### config.mk
export PLATFORM = sky130hd
export DESIGN_NAME = fetch_stage
export DESIGN_NICKNAME = d
export VERILOG_FILES = /design/src/rtl/fetch_stage_pkg.sv /design/src/rtl/fetch_stage_pc_reg.sv /design/src/rtl/fetch_stage.sv
export SDC_FILE = /design/constraint.sdc
export NUM_CORES = 1
export LEC_CHECK = 0
export CAP_MARGIN = 5
export CORE_MARGIN = 4
export CORE_UTILIZATION = 38
export DETAILED_ROUTE_END_ITERATION = 10
export GPL_TIMING_DRIVEN = 0
export PLACE_DENSITY = 0.78
export SLEW_MARGIN = 30
export SYNTH_ARGS = -nofsm -noshare
export SYNTH_HDL_FRONTEND = slang
export SYNTH_SLANG_ARGS = --single-unit
### constraint.sdc
create_clock -name clk -period 2 [get_ports clk]
set_input_delay 0.4 -clock clk [delete_from_list [all_inputs] [get_ports clk]]
set_output_delay 0.4 -clock clk [all_outputs]
set_load 0.05 [all_outputs]
### src/rtl/fetch_stage_pkg.sv
// Shared pipeline definitions for the fetch stage: bubble encoding, PC step and FSM states.
package fetch_stage_pkg;

  localparam logic [31:0] NOP_INST = 32'h0000_0000;
  localparam logic [31:0] PC_INC   = 32'd4;

  typedef enum logic {
    ST_BOOT = 1'b0,
    ST_RUN  = 1'b1
  } fetch_state_e;

  // J/JAL target: keep the upper nibble of the delay-slot PC, word-align the index.
  function automatic logic [31:0] jump_target(input logic [31:0] pc_plus4,
                                              input logic [25:0] index);
    return {pc_plus4[31:28], index, 2'b00};
  endfunction

endpackage

### src/rtl/fetch_stage_pc_reg.sv
// Program counter register: synchronous load of RESET_PC on rst, otherwise loads
// pc_d_i unless hold_i is asserted.
module pc_reg #(
  parameter logic [31:0] RESET_PC = 32'h0000_0000
) (
  input  logic        clk,
  input  logic        rst,
  input  logic        hold_i,
  input  logic [31:0] pc_d_i,
  output logic [31:0] pc_o
);

  logic [31:0] pc_q;

  always_ff @(posedge clk) begin
    if (rst) begin
      pc_q <= RESET_PC;
    end else if (!hold_i) begin
      pc_q <= pc_d_i;
    end
  end

  assign pc_o = pc_q;

endmodule

### src/rtl/fetch_stage.sv
// Instruction fetch stage with IF/ID pipeline register and BOOT/RUN sequencing.
// Optional stall/flush performance counters are enabled by defining FETCH_PERF_CNT_EN.
module fetch_stage
  import fetch_stage_pkg::*;
#(
  parameter logic [31:0] RESET_PC = 32'h0000_0000
) (
  input  logic        clk,
  input  logic        rst,
  input  logic        stall,
  input  logic        branchTaken,
  input  logic [31:0] branchTarget,
  input  logic        jump,
  input  logic        jumpReg,
  input  logic [25:0] jumpIndex,
  input  logic [31:0] jrTarget,
  output logic [31:0] instAddr,
  input  logic [31:0] instIn,
  output logic [31:0] ifId_inst,
  output logic [31:0] ifId_pcPlus4,
  output logic        ifId_valid
`ifdef FETCH_PERF_CNT_EN
  ,
  output logic [15:0] stallCount,
  output logic [15:0] flushCount
`endif
);

  fetch_state_e state_q, state_d;
  logic [31:0]  pc;
  logic [31:0]  pc_plus4;
  logic [31:0]  next_pc;
  logic         redirect;
  logic         pc_hold;

  logic [31:0]  inst_q, inst_d;
  logic [31:0]  pcp4_q, pcp4_d;
  logic         valid_q, valid_d;

  assign pc_plus4 = pc + PC_INC;

  // Only a valid instruction in ID may redirect; a bubble carries no decision.
  assign redirect = valid_q & (jumpReg | jump | branchTaken);

  always_comb begin
    next_pc = pc_plus4;
    if (jumpReg) begin
      next_pc = jrTarget;
    end else if (jump) begin
      next_pc = jump_target(pcp4_q, jumpIndex);
    end else if (branchTaken) begin
      next_pc = branchTarget;
    end
    if (!redirect) begin
      next_pc = pc_plus4;
    end
  end

  assign pc_hold = (state_q == ST_BOOT) | stall;

  pc_reg #(
    .RESET_PC (RESET_PC)
  ) u_pc_reg (
    .clk    (clk),
    .rst    (rst),
    .hold_i (pc_hold),
    .pc_d_i (next_pc),
    .pc_o   (pc)
  );

  always_comb begin
    state_d = state_q;
    inst_d  = inst_q;
    pcp4_d  = pcp4_q;
    valid_d = valid_q;
    case (state_q)
      ST_BOOT: begin
        state_d = ST_RUN;
        inst_d  = NOP_INST;
        pcp4_d  = 32'h0;
        valid_d = 1'b0;
      end
      ST_RUN: begin
        // Stall wins over redirect: the ID-stage decision is not final yet.
        if (!stall) begin
          if (redirect) begin
            inst_d  = NOP_INST;
            pcp4_d  = 32'h0;
            valid_d = 1'b0;
          end else begin
            inst_d  = instIn;
            pcp4_d  = pc_plus4;
            valid_d = 1'b1;
          end
        end
      end
      default: state_d = ST_BOOT;
    endcase
  end

  always_ff @(posedge clk) begin
    if (rst) begin
      state_q <= ST_BOOT;
      inst_q  <= NOP_INST;
      pcp4_q  <= 32'h0;
      valid_q <= 1'b0;
    end else begin
      state_q <= state_d;
      inst_q  <= inst_d;
      pcp4_q  <= pcp4_d;
      valid_q <= valid_d;
    end
  end

  assign instAddr     = (state_q == ST_BOOT) ? RESET_PC : pc;
  assign ifId_inst    = inst_q;
  assign ifId_pcPlus4 = pcp4_q;
  assign ifId_valid   = valid_q;

`ifdef FETCH_PERF_CNT_EN
  logic [15:0] stall_cnt_q;
  logic [15:0] flush_cnt_q;

  always_ff @(posedge clk) begin
    if (rst) begin
      stall_cnt_q <= 16'h0;
      flush_cnt_q <= 16'h0;
    end else if (state_q == ST_RUN) begin
      if (stall && (stall_cnt_q != 16'hFFFF)) begin
        stall_cnt_q <= stall_cnt_q + 16'd1;
      end
      if (!stall && redirect && (flush_cnt_q != 16'hFFFF)) begin
        flush_cnt_q <= flush_cnt_q + 16'd1;
      end
    end
  end

  assign stallCount = stall_cnt_q;
  assign flushCount = flush_cnt_q;
`endif

endmodule

* Yosys cells after proc, flatten, opt, wreduce, memory -nomap -nowiden
Cells that the tools add are included.
** Storage, ports and cells
- Register bits after elaboration :: 98
- Input bits :: 128
- Word-level logic and storage cells :: 27
** Cells by class
- Muxes and demuxes :: 15
- Add/sub/neg operators :: 1
- Bitwise logic cells :: 5
- Equality and inequality tests :: 1
** Operator list (number)
- 32-bit two-way mux :: 9
- 32-bit case mux with 2 select lines :: 2
- 32-bit by 3-bit adder with 32-bit output (second input constant) :: 1
- 1-bit two-way mux :: 3
- 1-bit bitwise OR :: 3
- 2-bit inequality test (second input constant) :: 1
- 1-bit case mux with 2 select lines :: 1
- 1-bit AND :: 1
- 1-bit inverter :: 1

* Longest topological paths before layout
Gate-level depths: netlist of the first run.
- Word-level depth :: 6
- Gate-level depth with buffers :: 8
- Depth with buffers taken out :: 6

* By module
From an unflattened synthesis of the first run, not the netlist that was laid out.
** Unflattened totals
- Cells, all modules :: 619
- Area total of the unflattened synthesis :: 5084.9 um^2
** Modules (own cells, without submodules)
- fetch_stage :: instances 1, sequential area each 1321.3 um^2, area an instance 3921.3 um^2, cells an instance 516
- pc_reg :: instances 1, sequential area each 640.6 um^2, area an instance 1163.6 um^2, cells an instance 103

* Least setup slack after synthesis of the first run
OpenSTA, ideal clock, no wires.
- Kind :: register -> register
- From :: register u_pc_reg.pc_q[2] (netlist: u_pc_reg.pc_o[2])
- To :: register u_pc_reg.pc_q[26] (netlist: u_pc_reg.pc_o[26])
- Arrival :: 1.742 ns
- Setup time :: 0.132 ns
- Path slack :: 0.125 ns
- Required time :: 1.868 ns
- Clock period less this slack :: 1.875 ns
- Cell stages (with the launch flop) :: 8
- Path through :: dfxtp_1 -> ha_1 -> nand3_2 -> or2_2 -> buf_2 -> nor4b_4 -> nand3b_1 -> a31oi_1
** Between the ends
- Cells in the longest elaborated chain, start to end :: 5
** RTL lines
- start: declaration :: line fetch_stage_pc_reg.sv:13 : logic [31:0] pc_q;
- start signal: assignment :: line fetch_stage_pc_reg.sv:19 : pc_q <= pc_d_i;
- 32-bit by 3-bit adder with 32-bit output (*) :: line fetch_stage.sv:40 : assign pc_plus4 = pc + PC_INC;
- 32-bit two-way mux :: line fetch_stage.sv:51 : end else if (branchTaken) begin
- 32-bit two-way mux :: line fetch_stage.sv:49 : end else if (jump) begin
- 32-bit two-way mux :: line fetch_stage.sv:47 : if (jumpReg) begin
- 32-bit two-way mux (*) :: line fetch_stage.sv:54 : if (!redirect) begin
Every way passes the cells marked *; elsewhere a longest branch is shown, timed or not.
A chain may end at the register's enable or synchronous reset.

* Final worst setup path of the first run
- From :: register state_q
- To :: output port instAddr[7]
** Between the ends
- Cells in the longest elaborated chain, start to end :: 1
** RTL lines
- start: declaration :: line fetch_stage.sv:29 : fetch_state_e state_q, state_d;
- start signal: assignment :: line fetch_stage.sv:108 : state_q <= state_d;
- 32-bit two-way mux :: line fetch_stage.sv:115 : assign instAddr = (state_q == ST_BOOT) ? RESET_PC : pc;
- end: declaration :: line fetch_stage.sv:17 : output logic [31:0] instAddr,
Every way passes these cells.

==> implementation parameters, run 1 <==
Parameter                              Value

Synth
  Count of flip-flops with a built-in enable after synthesis ... 0
  Part of the Yosys area used for sequential elements ... 38.6%
  Main area contributors after synthesis ... dfxtp_1 (39%), a22oi_1 (12%), nand2_1 (5.5%)
  Number of warning messages in the yosys log ... 0
  Asr flop ratio synth ... 0%
  Net count after synthesis ... 774
  Mapped Cells ... 645
  Register bit total from synthesis ... 98
  Post-Synthesis Mean Instance Area ... 7.88 µm²
  Area of the mapped netlist ... 5080 µm²
  Cell taking the most area after synthesis ... dfxtp_1
  Post-synthesis cell type count ... 47
  Yosys top cell area share ... 38.6%
  Ys flop type ... dfxtp_1

Global route
  Wire length of the first global-routing pass ... 29300 µm
  Met3 track demand over resource in global routing ... 5.63%
  GRT busiest layer ... met2
  Vias in the first global route ... 5521
  Global route overflow ... 0
  Initial antenna violation count ... 0
  Largest net degree at the start of global routing ... 19
  Global routing met1 resource utilization ... 32.2%
  Routing usage on met2 ... 39.1%
  Total Routing Usage GR ... 24.5%

Power
  Worst vdd rail ir drop ... 0.353 mV
  Total Power Consumption ... 0.00463 W
  Leakage dissipation ... 2.96 nW
  Pwr Density ... 569 nW/µm²

Die
  Area inside the core boundary ... 12900 µm²
  Die Area ... 15300 µm²
  Core Rows ... 41
  Initial core utilization ... 39.5%
  Boundary Pins ... 225
  Horizontal die dimension ... 124 µm
  Chip height ... 124 µm

Finish
  Most frequent cells in the layout ... clkdlybuf4s50_1 (187), dfxtp_1 (90), a22oi_1 (83)
  Number of antenna diodes ... 0
  Final instance area ... 8130 µm²
  Count of filler cells inserted in the layout ... 1092
  Synthesis-to-finish area growth ... 60.0%
  Post-layout net count ... 1025
  Most common cell after layout, fill and taps aside ... clkdlybuf4s50_1
  Final non-filler cell total ... 1073
  Share of cells above drive strength 1 ... 14.7%

Drt
  Post-Route WL ... 19800 µm
  Number of DRC markers in iteration 0 ... 748
  DR WL/cell ... 18.5 µm
  Via density per instance ... 5.61
  Number of vias after detailed routing ... 6024
  Post-route DRC violation count ... 0
  First-pass iteration count of the detailed router ... 6
  Number of nets still failing antenna checks after routing ... 0

Clock network
  Root cell of the clock tree ... clkbuf_16
  Clock tree from TritonCTS ... built
  Clock network latency to the later pin of the worst-skew pair ... 360 ps
  CTS HTree Levels ... 3
  Maximum clock path buffer count ... 2
  Clock-pin slew of the registers on the worst-case setup and hold paths ... 70 ps
  Cts hold-fix bufs ... 0
  Number of sinks driven by the clock tree ... 98
  Total clock buffers created by CTS ... 9

Timing
  Crit path time final ... 1990 ps
  Largest clock skew in the final design ... 8.36 ps
  Unrepaired setup endpoints after global routing ... yes
  Tcrit/Tclk final ... 99.7%
  Hold Violations, Final ... 0
  Max Slew Vio Count ... 0
  Top achievable clock speed ... 501 MHz
  Max_slew headroom ... 51.3%
  Total of endpoints with negative setup slack in the final report ... 0
  Slew at the pin closest to its max-slew limit ... 723 ps

Placed design
  Placed cell count ... 1039
  RD Place Congestion ... 0.903
  Buffers added on ports ... 222
  Cell Area, Placed ... 7520 µm²
  Detailed Place HPWL ... 14700 µm

Critical path
  Maximum fanout encountered on the critical timing path ... 10
  Critical path class ... flip-flop to output pin
  Data required time at the worst endpoint ... 1600 ps
  Data arrival at the endpoint of the critical path ... 1590 ps
  Crit path launch type ... flip-flop
  Kind of end point of the critical path ... output pin

Hold path
  Hold WC Path Type ... flip-flop to flip-flop

Outcome
  Outcome ... finished clean

Run
  Max Cap Viol ... 0
-- kinds of logic after synthesis --
group	synth area share [%]
adders and majority gates	0.246
AOI/OAI and AO/OA	25.3
buffers and inverters	5.39
muxes	0.591
DFF	38.6
xor gates and xnor gates	4.48
and+or+nand+nor	25.4
-- state kept, by name, summed over array words and instances (netlist names) --
register,count
u_pc_reg.pc_o,32
ifId_pcPlus4,32
ifId_inst,32
ifId_valid,1
state_q,1
-- per-layer routing --
layer / vias up / part of all wire, %
li1: 2835 / -
met1: 2777 / 39
met2: 348 / 47
met3: 64 / 10
met4: 0 / 3.2
met5: - / 0
-- worst max-delay path, cell delays in order (launching register included) --
cell	delay, ps
dfxtp_2	460
clkbuf_2	230
and2_1	150
clkdlybuf4s15_2	400
-- through the flow --
| step | setup WS [ps] | utilization [%] | setup TNS, ps | hold WS [ps] |
|---|---|---|---|---|
| after floorplan | 125 | - | 0 | 476 |
| after global placement | -1050 | 58.4 | -61220 | 435 |
| after detailed placement | -1060 | 58.4 | -64500 | 444 |
| after CTS | 14.0 | 61.7 | 0 | 453 |
| after global routing | -58.6 | 63.2 | -198 | 467 |
| final | 5.94 | 63.2 | 0 | 446 |
-- path summary, 6_finish.rpt --
check,slack [ps],depth (start not counted),startpoint,to
worst max-delay path,6,3,state_q$_DFF_P_,instAddr[7]
worst min-delay path,450,2,ifId_pcPlus4[18]$_SDFFE_PP0P_,ifId_pcPlus4[18]$_SDFFE_PP0P_
worst max register to register,50,5,u_pc_reg.pc_o[10]$_SDFFE_PP0N_,u_pc_reg.pc_o[27]$_SDFFE_PP0N_
worst min register to register,450,2,ifId_pcPlus4[18]$_SDFFE_PP0P_,ifId_pcPlus4[18]$_SDFFE_PP0P_
-- report_power, final --
group	switching (W)	internal, W	total, W
sequential	0.0000438	0.00199	0.00204
combinational	0.000474	0.000406	0.000880
clock	0.000841	0.000866	0.00171
-- synth_stat cells, types with 2 or more instances --
cell type / instances
nand3_2: 2
a21oi_1: 20
o31ai_1: 2
nor3_1: 11
nand2_1: 74
and2_1: 36
xnor2_1: 9
o21ai_0: 48
buf_1: 3
a22oi_1: 83
o32ai_1: 5
clkbuf_1: 47
a221oi_1: 4
o22ai_1: 5
o211ai_1: 7
buf_2: 9
nand4_4: 2
nor4_4: 2
inv_1: 9
nand4_1: 12
nand3_1: 21
xor2_1: 17
a31oi_1: 11
and3_1: 5
mux2i_1: 3
or4_1: 6
a32oi_1: 2
nor2b_1: 4
dfxtp_1: 98
nor4_1: 3
nor2_1: 68
or3_1: 2
-- layout make-up --
| cell class | instances | area (µm²) | area share (%) |
|---|---|---|---|
| Timing Repair Buffer | 240 | 2380 | 29.3 |
| Sequential cell | 98 | 1980 | 24.3 |
| Multi-Input combinational cell | 478 | 2940 | 36.2 |
| Buffer | 60 | 295 | 3.63 |
| Tap cell | 172 | 215 | 2.65 |
| Inverter | 9 | 33.8 | 0.415 |
| Clock inverter | 7 | 63.8 | 0.785 |
| Clock buffer | 9 | 225 | 2.77 |
-- timing repair --
| action | in CTS | in global routing |
|---|---|---|
| setup endpoints to repair | 116 | 47 |
| setup buffers | 4 | 14 |
| pin swaps | 3 | 11 |
| gates resized for setup | 128 | 58 |
No activity file was read; power rests on OpenSTA's default activity.
==> run 2, diff against run 1 <==
==> constraint.sdc (replaced) <==
create_clock -name clk -period 2 [get_ports clk]
set_input_delay 0.5 -clock clk [delete_from_list [all_inputs] [get_ports clk]]
set_output_delay 0.5 -clock clk [all_outputs]
set_load 0.05 [all_outputs]
==> run 2 against run 1 <==
Against the previous run: the flow now finishes with violations (negative setup slack); fmax shrank 0.75%; clock skew decreased by 1.0 ps; clock-buffer cell count unchanged; sequential share of layout area grew 0.25 points; die area unchanged; worst setup slack got worse by 15 ps; global-route usage hardly changed; largest cell class unchanged.
==> implementation parameters, run 2 (synthesized netlist as in run 1, its figures left out) <==
Parameter                              Value

Die
  Chip height ... 124 µm (unchanged)
  Initial core utilization ... 39.5% (unchanged)
  Horizontal die dimension ... 124 µm (unchanged)
  Boundary Pins ... 225 (unchanged)
  Die Area ... 15300 µm² (unchanged)
  Area inside the core boundary ... 12900 µm² (unchanged)
  Core Rows ... 41 (unchanged)

Timing
  Final setup margin ... -9.15 ps (-15.1 ps)
  Slew at the pin closest to its max-slew limit ... 795 ps (+72.0 ps)
  Crit path time final ... 2010 ps (+15.1 ps)
  Max_slew headroom ... 46.5% (-4.8 points)
  Unrepaired setup endpoints after global routing ... yes
  Top achievable clock speed ... 498 MHz (-0.75%)
  Total of endpoints with negative setup slack in the final report ... 1 (+1)
  Largest clock skew in the final design ... 7.32 ps (-1.04 ps)
  Hold Violations, Final ... 0 (unchanged)
  Max Slew Vio Count ... 0 (unchanged)
  Tcrit/Tclk final ... 100% (+0.75 points)

Finish
  Count of filler cells inserted in the layout ... 1117 (+2.3%)
  Share of the core filled with cells in the final layout ... 62.5% (-0.63 points)
  Synthesis-to-finish area growth ... 58.4%
  Number of antenna diodes ... 0 (unchanged)
  Sequential cell area ... 1980 µm² (unchanged)
  Post-layout net count ... 1027 (+0.20%)
  Share of cells above drive strength 1 ... 15.7% (+1.1 points)
  Most frequent cells in the layout ... clkdlybuf4s50_1 (126), dfxtp_1 (90), a22oi_1 (83)
  Footprint of the multi-input gates ... 2960 µm² (+0.55%)
  Most common cell after layout, fill and taps aside ... clkdlybuf4s50_1
  Final non-filler cell total ... 1075 (+0.19%)

Clock network
  Clock-pin slew of the registers on the worst-case setup and hold paths ... 70 ps (about the same)
  Clock tree from TritonCTS ... built
  Clock network latency to the later pin of the worst-skew pair ... 350 ps (about the same)
  Total clock buffers created by CTS ... 9 (unchanged)
  Cts hold-fix bufs ... 0 (unchanged)
  Root cell of the clock tree ... clkbuf_16
  Maximum clock path buffer count ... 2 (unchanged)
  Number of sinks driven by the clock tree ... 98 (unchanged)
  CTS HTree Levels ... 3 (unchanged)

Placed design
  RD Place Congestion ... 0.903 (unchanged)
  Detailed Place HPWL ... 14700 µm (unchanged)
  Buffers added on ports ... 222 (unchanged)
  Placed cell count ... 1039 (unchanged)

Drt
  Uppermost metal layer occupied by signal nets ... met4
  Number of nets still failing antenna checks after routing ... 0 (unchanged)
  Number of DRC markers in iteration 0 ... 615 (-18%)
  Metal3 WL ... 2030 µm (+1.2%)
  Number of vias after detailed routing ... 5979 (-0.75%)
  Met2 routed wirelength ... 9450 µm (+0.84%)
  Post-route DRC violation count ... 0 (unchanged)
  DR WL/cell ... 18.5 µm (+0.32%)
  Via density per instance ... 5.56 (-0.93%)
  M1 WL ... 7810 µm (-0.13%)
  First-pass iteration count of the detailed router ... 6 (unchanged)
  Post-Route WL ... 19900 µm (+0.50%)

Global route
  Largest net degree at the start of global routing ... 19 (unchanged)
  Vias in the first global route ... 5497 (-0.43%)
  Global route overflow ... 0 (unchanged)
  Wire length of the first global-routing pass ... 29300 µm (-0.12%)
  Total Routing Usage GR ... 24.6% (+0.048 points)
  Initial antenna violation count ... 0 (unchanged)

Critical path
  Maximum fanout encountered on the critical timing path ... 7 (-3)
  Critical path class ... flip-flop to flip-flop
  Data arrival at the endpoint of the critical path ... 2250 ps (+660 ps)
  Cell with the largest stage delay on the worst path ... nor4_1
  Cell Chain, Critical Path ... clkbuf_4 -> nand4_4 -> nor4_1 -> and3_1 -> a21oi_1 -> o32ai_1
  Kind of end point of the critical path ... flip-flop
  Data required time at the worst endpoint ... 2250 ps (+650 ps)
  Largest incremental delay on the critical path ... 760 ps (+300 ps)
  Crit path launch type ... flip-flop

Power
  Worst vdd rail ir drop ... 0.352 mV (-0.30%)
  Pwr Density ... 572 nW/µm² (+0.50%)
  Leakage dissipation ... 3.71 nW (+25%)

Outcome
  Failing checks ... negative setup slack
  Outcome ... finished, violations left

Run
  Max Cap Viol ... 0 (unchanged)

Hold path
  Hold WC Path Type ... flip-flop to flip-flop
-- run 2: final cells by class --
type / instances / area share, %
clock inverter: 7 / 0.793
sequential: 98 / 24.6
multi-input combinational: 478 / 36.8
timing repair buffer: 243 / 28.1
buffer: 59 / 3.89
inverter: 9 / 0.420
clock buffer: 9 / 2.80
tap: 172 / 2.67
-- run 2: critical path, delay by kind of cell (launching register included) --
kind                   cells  cell delay (ps)
AOI/OAI and AO/OA          2              180
buffers and inverters      1              180
DFF                        1              320
and+or+nand+nor            3             1220
-- run 2: per-layer routing --
metal,track usage (%),vias up
li1,-,2842
met1,32.3,2746
met2,39.1,330
met3,5.40,61
met4,9.90,0
met5,0,-
-- run 2: final timing paths --
path	startpoint	to	slack, ps	cells after the start
setup / recovery	u_pc_reg.pc_o[8]$_SDFFE_PP0N_	u_pc_reg.pc_o[15]$_SDFFE_PP0N_	-9	6
hold / removal	ifId_pcPlus4[18]$_SDFFE_PP0P_	ifId_pcPlus4[18]$_SDFFE_PP0P_	440	2
setup reg to reg	u_pc_reg.pc_o[8]$_SDFFE_PP0N_	u_pc_reg.pc_o[15]$_SDFFE_PP0N_	-9	6
hold reg to reg	ifId_pcPlus4[18]$_SDFFE_PP0P_	ifId_pcPlus4[18]$_SDFFE_PP0P_	440	2
-- run 2: metrics by stage --
stage | hold WS [ps] | setup TNS, ps | cell area (µm²) | total power, W | setup slack, ps
after floorplan | 476 | 0 | 5080 | 0.00248 | 125
after global placement | 435 | -73780 | 7520 | 0.00292 | -1150
after detailed placement | 444 | -77140 | 7520 | 0.00293 | -1160
after CTS | 453 | -26.8 | 7770 | 0.00459 | -26.8
after global routing | 463 | -587 | 8050 | 0.00475 | -71.3
final | 443 | -9.15 | 8050 | 0.00460 | -9.15
-- run 2: timing repair --
item                                    4_1_cts  5_1_grt
endpoints found under the setup margin      162      102
resized for setup                           239       79
buffers inserted                              5       16
gates cloned                                  0        0
pin swaps                                     4       11
-- run 2: report_power, final --
| group | switching, W | internal [W] |
|---|---|---|
| clock | 0.000821 | 0.000866 |
| sequential | 0.0000418 | 0.00199 |
| combinational | 0.000478 | 0.000401 |
